[config.mk]
export PLATFORM = sky130hd
export DESIGN_NAME = disp_fetch
export DESIGN_NICKNAME = d
export VERILOG_FILES = /design/src/rtl/disp_pkg.sv /design/src/rtl/disp_fetch.sv
export SDC_FILE = /design/constraint.sdc
export NUM_CORES = 1
export LEC_CHECK = 0
export ABC_AREA = 1
export BUFFER_PORTS_ARGS = -buffer_cell sky130_fd_sc_hd__buf_2
export CORE_MARGIN = 10
export CORE_UTILIZATION = 47
export CTS_BUF_LIST = sky130_fd_sc_hd__clkbuf_8
export CTS_CLUSTER_DIAMETER = 60
export DETAILED_ROUTE_END_ITERATION = 8
export GPL_ROUTABILITY_DRIVEN = 0
export GPL_TIMING_DRIVEN = 0
export PLACE_DENSITY = 0.79
export SKIP_CTS_REPAIR_TIMING = 1
export SLEW_MARGIN = 10
export SYNTH_ARGS = -nofsm -noshare
export SYNTH_HDL_FRONTEND = slang
export SYNTH_SLANG_ARGS = --single-unit
[constraint.sdc]
create_clock -name ACLK -period 3 [get_ports ACLK]
set_input_delay 0.3 -clock ACLK [delete_from_list [all_inputs] [get_ports ACLK]]
set_output_delay 0.3 -clock ACLK [all_outputs]
set_load 0.02 [all_outputs]
[src/rtl/disp_pkg.sv]
// Shared constants and FSM encoding for the display frame fetcher.
package disp_pkg;

  typedef enum logic [1:0] {
    S_IDLE = 2'd0,
    S_WAIT = 2'd1,
    S_ADDR = 2'd2,
    S_DATA = 2'd3
  } state_t;

  localparam int BURST_BEATS  = 16;
  localparam int BURST_BYTES  = 128;
  localparam int PIX_PER_BEAT = 2;
  localparam logic [7:0] ARLEN_VAL = 8'(BURST_BEATS - 1);

endpackage

[src/rtl/disp_fetch.sv]
// Frame fetcher: streams one frame from memory as 16-beat AXI read bursts into the display buffer.
// Optional late-frame detection is built when DISP_FETCH_LATE_EN is defined.
module disp_fetch
  import disp_pkg::*;
#(
  parameter int H_PIXELS = 640,
  parameter int V_LINES  = 480
) (
  input  logic        ACLK,
  input  logic        ARST,
  input  logic        DISPON,
  input  logic        VSTART,
  input  logic [31:0] DISPADDR,
  input  logic        BUF_WREADY,
  output logic [31:0] ARADDR,
  output logic [7:0]  ARLEN,
  output logic        ARVALID,
  input  logic        ARREADY,
  input  logic [63:0] RDATA,
  input  logic        RLAST,
  input  logic        RVALID,
  output logic        RREADY,
  output logic [63:0] FIFOIN,
  output logic        FIFOWR,
  output logic        FIFORST,
  output logic        FETCH_LATE
);

  localparam int BURSTS = H_PIXELS * V_LINES / (PIX_PER_BEAT * BURST_BEATS);
  localparam int CNT_W  = $clog2(BURSTS + 1);

  state_t             r_state, w_next;
  logic [24:0]        r_base;
  logic [CNT_W-1:0]   r_cnt;
  logic               r_stop;
  logic               r_fiforst;
  logic               r_fifowr;
  logic [63:0]        r_fifoin;
  logic               w_start, w_beat, w_end, w_last, w_stop, w_rready;
  logic               w_unused;

  assign w_unused = ^DISPADDR[6:0];

  assign w_start  = (r_state == S_IDLE) && VSTART && DISPON;
  assign w_rready = (r_state == S_DATA);
  assign w_beat   = RVALID && w_rready;
  assign w_end    = w_beat && RLAST;
  assign w_last   = (r_cnt == CNT_W'(BURSTS - 1));
  // A DISPON drop anywhere inside a burst ends the frame once that burst drains.
  assign w_stop   = r_stop || !DISPON;

  always_comb begin
    w_next = r_state;
    case (r_state)
      S_IDLE: if (w_start) w_next = S_WAIT;
      S_WAIT: begin
        if (!DISPON)         w_next = S_IDLE;
        else if (BUF_WREADY) w_next = S_ADDR;
      end
      S_ADDR: if (ARREADY) w_next = S_DATA;
      S_DATA: if (w_end) w_next = (w_last || w_stop) ? S_IDLE : S_WAIT;
      default: w_next = S_IDLE;
    endcase
  end

  always_ff @(posedge ACLK or posedge ARST) begin
    if (ARST) begin
      r_state   <= S_IDLE;
      r_base    <= '0;
      r_cnt     <= '0;
      r_stop    <= 1'b0;
      r_fiforst <= 1'b0;
      r_fifowr  <= 1'b0;
      r_fifoin  <= '0;
    end else begin
      r_state   <= w_next;
      r_fiforst <= w_start;
      r_fifowr  <= w_beat;
      if (w_beat) r_fifoin <= RDATA;
      if (w_start) begin
        r_base <= DISPADDR[31:7];
        r_cnt  <= '0;
      end else if (w_end) begin
        r_cnt  <= r_cnt + 1'b1;
      end
      if (r_state == S_IDLE)
        r_stop <= 1'b0;
      else if ((r_state == S_ADDR || r_state == S_DATA) && !DISPON)
        r_stop <= 1'b1;
    end
  end

`ifdef DISP_FETCH_LATE_EN
  logic r_late;
  always_ff @(posedge ACLK or posedge ARST) begin
    if (ARST)                              r_late <= 1'b0;
    else if (!DISPON)                      r_late <= 1'b0;
    else if (VSTART && r_state != S_IDLE)  r_late <= 1'b1;
  end
  assign FETCH_LATE = r_late;
`else
  assign FETCH_LATE = 1'b0;
`endif

  // Address is derived from registered state only, so it holds while ARVALID waits.
  assign ARADDR  = {r_base, 7'd0} + (32'(r_cnt) * 32'(BURST_BYTES));
  assign ARLEN   = ARLEN_VAL;
  assign ARVALID = (r_state == S_ADDR);
  assign RREADY  = w_rready;
  assign FIFOIN  = r_fifoin;
  assign FIFOWR  = r_fifowr;
  assign FIFORST = r_fiforst;

endmodule

# ---- Word-level counts from Yosys, hierarchy flattened
# Index checks and enable logic that the tools add are counted.
dict set report totals {
  output_inout_bits 109
  input_bits 104
  word_cells 41
  register_bits 108
}
dict set report op_classes {
  muxes 11
  reduce_logical 13
  addsub 2
  eq_ne 8
}
# op count
set op_table {}
lappend op_table {{$add A32 B21 Y32} 1}
lappend op_table {{$mux W14} 2}
lappend op_table {{$add A14 B1 Y14 const B} 1}
lappend op_table {{$eq A14 B14 Y1 const B} 1}
lappend op_table {{$mux W2} 5}
lappend op_table {{$pmux W2 S4} 1}
lappend op_table {{$logic_and A1 B1 Y1} 5}
lappend op_table {{$eq A2 B2 Y1 const B} 2}
lappend op_table {{$ne A2 B2 Y1 const B} 2}
lappend op_table {{$reduce_and A4 Y1} 1}
lappend op_table {{$reduce_bool A2 Y1} 2}
lappend op_table {{$logic_or A1 B1 Y1} 3}
lappend op_table {{$mux W1} 3}
lappend op_table {{$ne A3 B3 Y1 const B} 1}
lappend op_table {{$eq A2 B1 Y1 const B} 1}
lappend op_table {{$logic_not A2 Y1} 1}
lappend op_table {{$ne A2 B1 Y1 const B} 1}
lappend op_table {{$logic_not A1 Y1} 1}

# ---- Depth between registers and ports, before layout
dict set report logic_depth {
  depth_word 6
  mapped_depth 11
  mapped_depth_nobuf 11
}

# ---- Worst setup path after synthesis
# No wires, ideal clock.
dict set report synth_path {
  path_type {register to output}
  start {reg r_cnt[0]}
  end {out ARADDR[21]}
  path_slack_ps 863
  n_path_buf 0
  arrival_time_ps 1837
  t_required_ps 2700
  stages_incl_launch_ff 10
  cell_sequence {dfrtp_1 -> ha_1 -> fa_1 -> nand2_1 -> nor2_1 -> nand2_1 -> nand3_1 -> nand2_1 -> nand2_1 -> xor2_1}
}
dict set report synth_via {
  elab_chain_len 1
}
# element line
set synth_lines {}
lappend synth_lines {{start: declaration} disp_fetch.sv:34} ;# logic [CNT_W-1:0] r_cnt;
lappend synth_lines {{start signal: assignment} disp_fetch.sv:84} ;# r_cnt <= r_cnt + 1'b1;
lappend synth_lines {{$add A32 B21 Y32} disp_fetch.sv:106} ;# assign ARADDR = {r_base, 7'd0} + (32'(r_cnt) * 32'(BURST_BYTES));
lappend synth_lines {{end: declaration} disp_fetch.sv:15} ;# output logic [31:0] ARADDR,
# No other way between the ends.

# ---- Worst setup path in the final report
dict set report layout_path {
  start {reg r_cnt[0]}
  end {out ARADDR[19]}
}
# Same word-level chain as after synthesis.

==> results by group <==
Status
  • Status: finished clean

Layout
  • Area Growth Syn to Fin: 25.6%
  • Number of fill cells: 1,127
  • Share of cells above drive strength 1: 24.1%
  • Final instance area: 7310 um^2
  • Most common cell after layout, fill and taps aside: nand2_1
  • Layout net count: 1,144
  • Most frequent cells in the layout: nand2_1 (409), buf_2 (201), dfrtp_1 (108)

Power
  • Int Pwr: 3.55 mW
  • Pwr Density: 919 nW/um^2
  • Sequential share of power: 37.2%
  • Clk pwr share: 13.5%
  • Logic pwr share: 49.2%
  • Net Switching: 3.16 mW
  • Max VDD drop: 666 uV
  • Sw Ratio: 47.1%
  • Pleak: 4.45 nW

Drt
  • Routed Wire Length: 16.3 mm
  • Drt wl/cell: 13.6 um
  • Via count: 5,554
  • Vias per inst: 4.64
  • Drt first-iter violations: 234
  • Routed Antenna Nets: 0
  • TritonRoute pass-1 iters: 4
  • # DRC: 0

Setup path
  • CP max FO: 4
  • Worst EP arrival: 2.46 ns
  • Type of origin of the critical path: flip-flop
  • CP endpoint kind: output pin
  • Crit path kind: reg -> out
  • Crit path required time: 2.70 ns

Die
  • Die X: 131 um
  • Row cnt: 40
  • Die Area: 17,200 um^2
  • Ports: 213
  • Total core area: 12,100 um^2
  • Die height: 131 um
  • Initial Util: 48.3%

Placement
  • Quantity of I/O buffers inserted on ports: 189
  • Placed instance area: 7090 um^2
  • DP Wirelength: 13.4 mm

Global route
  • All-Layer GR Usage: 18.8%
  • Largest net degree at the start of global routing: 35
  • Number of global-route vias before repair: 5,591
  • First-pass GRT wire length: 27.2 mm
  • Total grt overflow: 0
  • Initial antenna violation count: 1

Clock tree
  • Clock tree buffer depth: 2
  • Num CTS Buffers: 9
  • CTS Sinks: 108
  • Clk_lat worst skew: 0.38 ns
  • H-tree depth: 3
  • Clock transition at path regs: 0.11 ns
  • CTS root buf: clkbuf_8
  • CTS tree: yes

Timing
  • Fmax: 362 MHz
  • Crit path time final: 2.76 ns
  • RSZ-0062 raised after global routing: no
  • Pins Over Slew Limit: 0
  • Setup_tns: 0 ns
  • Final Cycle Share: 92.1%
  • Slew headroom: 56.5%
  • Final setup fails: 0
  • Final Hold Fails: 0
  • Slew @ Worst Pin: 0.651 ns
  • Max Clock Skew: 0.0126 ns

Synthesis
  • Mapped Cells: 806
  • Seq/Total Area, Yosys: 46.4%
  • Synth warn: 0
  • Synthesized area: 5820 um^2
  • Avg Inst Size Synth: 7.22 um^2
  • #FFs+latches synth: 108
  • Library cells used by synthesis: 35

Run
  • Max_cap viols: 0

Hold path
  • Min-Delay Path Class: in -> reg
layer usage:
| metal | vias to the layer above | routed length [um] | track usage (%) |
|---|---|---|---|
| met5 | - | 0 | 0 |
| met4 | 0 | 188 | 5.07 |
| met3 | 12 | 2070 | 10.9 |
| met2 | 175 | 7690 | 31.2 |
| met1 | 2503 | 6350 | 20.1 |
| li1 | 2864 | - | - |
synthesized netlist by cell type:
cell        n  share of area [%]
nand2_2     1               0.11
nand2_1   409                 26
nand2_4     2               0.39
or2_2       2               0.21
buf_2      12                1.0
conb_1      2               0.13
nand3b_1    2               0.26
o21bai_2    1               0.19
nand4_1     9               0.97
and2_1      2               0.21
and3_1      1               0.11
nor3_1      7               0.60
clkbuf_1    6               0.39
o21ai_0    13                1.1
dfrtp_1   108                 46
fa_1        1               0.34
inv_1      80                5.2
nor2_2      1               0.11
ha_1       15                3.2
nor2_4      1               0.19
nand3_4     1               0.30
buf_6       1               0.19
nor4_1      3               0.32
nor2_1     40                2.6
a21oi_1    16                1.4
inv_2       2               0.13
a211oi_1    1               0.13
a22o_1      1               0.15
xor2_1     12                1.8
xnor2_1     1               0.15
nand3_1    34                2.9
a21boi_0    1               0.13
nor3b_1     1               0.13
buf_1       1              0.064
buf_4      16                2.1
worst paths after layout:
path / depth (start not counted) / to / startpoint / slack [ns]
setup / recovery: 10 / ARADDR[19] / r_cnt[0] / 0.24
hold / removal: 3 / FIFOIN[61] / RDATA[61] / 0.11
setup reg to reg: 5 / r_base[15] / flip-flop / 1.35
hold reg to reg: 2 / FIFOIN[42] / FIFOIN[42] / 0.47
max in group asynchronous: 5 / FIFOIN[17] / ARST / 1.66
min in group asynchronous: 3 / FIFOIN[63] / ARST / 0.55
final cells by class:
cell class	instances	area, um^2	share of cell area (%)
Tap cell	168	210	2.88
Buffer	36	218	2.98
Clock buffer	9	124	1.69
Inverter	82	312	4.26
Sequential cell	108	2700	37.0
Clock inverter	7	80.1	1.10
Timing Repair Buffer	193	1020	13.9
Antenna cell	1	2.50	0.0342
Multi-Input combinational cell	594	2650	36.2
registers in the layout (all words and copies together) (netlist names), named ones only:
signal   flops
FIFOWR       1
r_state      1
r_stop       1
r_cnt       14
r_base      25
FIFOIN      64
FIFORST      1
through the flow:
step / hold slack (ns) / utilization, % / power (mW) / std cells / worst slack (ns)
detailed placement: 0.416 / 58.8 / 5.87 / 1180 / 0.648
global route: 0.0883 / 60.6 / 7.30 / 1198 / 0.0527
floorplan: 0.410 / - / 4.67 / 820 / 0.863
global placement: 0.450 / 58.3 / 5.79 / 1177 / 0.667
finish: 0.107 / 60.6 / 6.72 / 1198 / 0.237
CTS: -0.0160 / 60.5 / 6.80 / 1196 / 0.220
critical path, stage by stage (launching register included):
cell and delay (ns):
dfrtp_1 0.43, ha_1 0.26, fa_1 0.44, nand3_1 0.11, nand3_1 0.11, nand2_1 0.09
nand2_1 0.13, nand2_1 0.09, nand2_1 0.06, xor2_1 0.17, buf_2 0.20
kinds of logic after synthesis:
family	synth area share, %
simple gates	35.8
compound gates	3.10
flops	46.4
xor+xnor	1.96
other cells	0.129
fa+ha+maj	3.57
buf+inv	9.03
power groups by stage:
stage | logic [mW] | registers (mW) | clock network (mW)
floorplan | 1.74 | 2.92 | 0
global placement | 3.29 | 2.50 | 0
detailed placement | 3.36 | 2.51 | 0
CTS | 3.36 | 2.50 | 0.936
global route | 3.72 | 2.59 | 0.988
finish | 3.31 | 2.50 | 0.908
No activity file was read; power rests on OpenSTA's default activity.
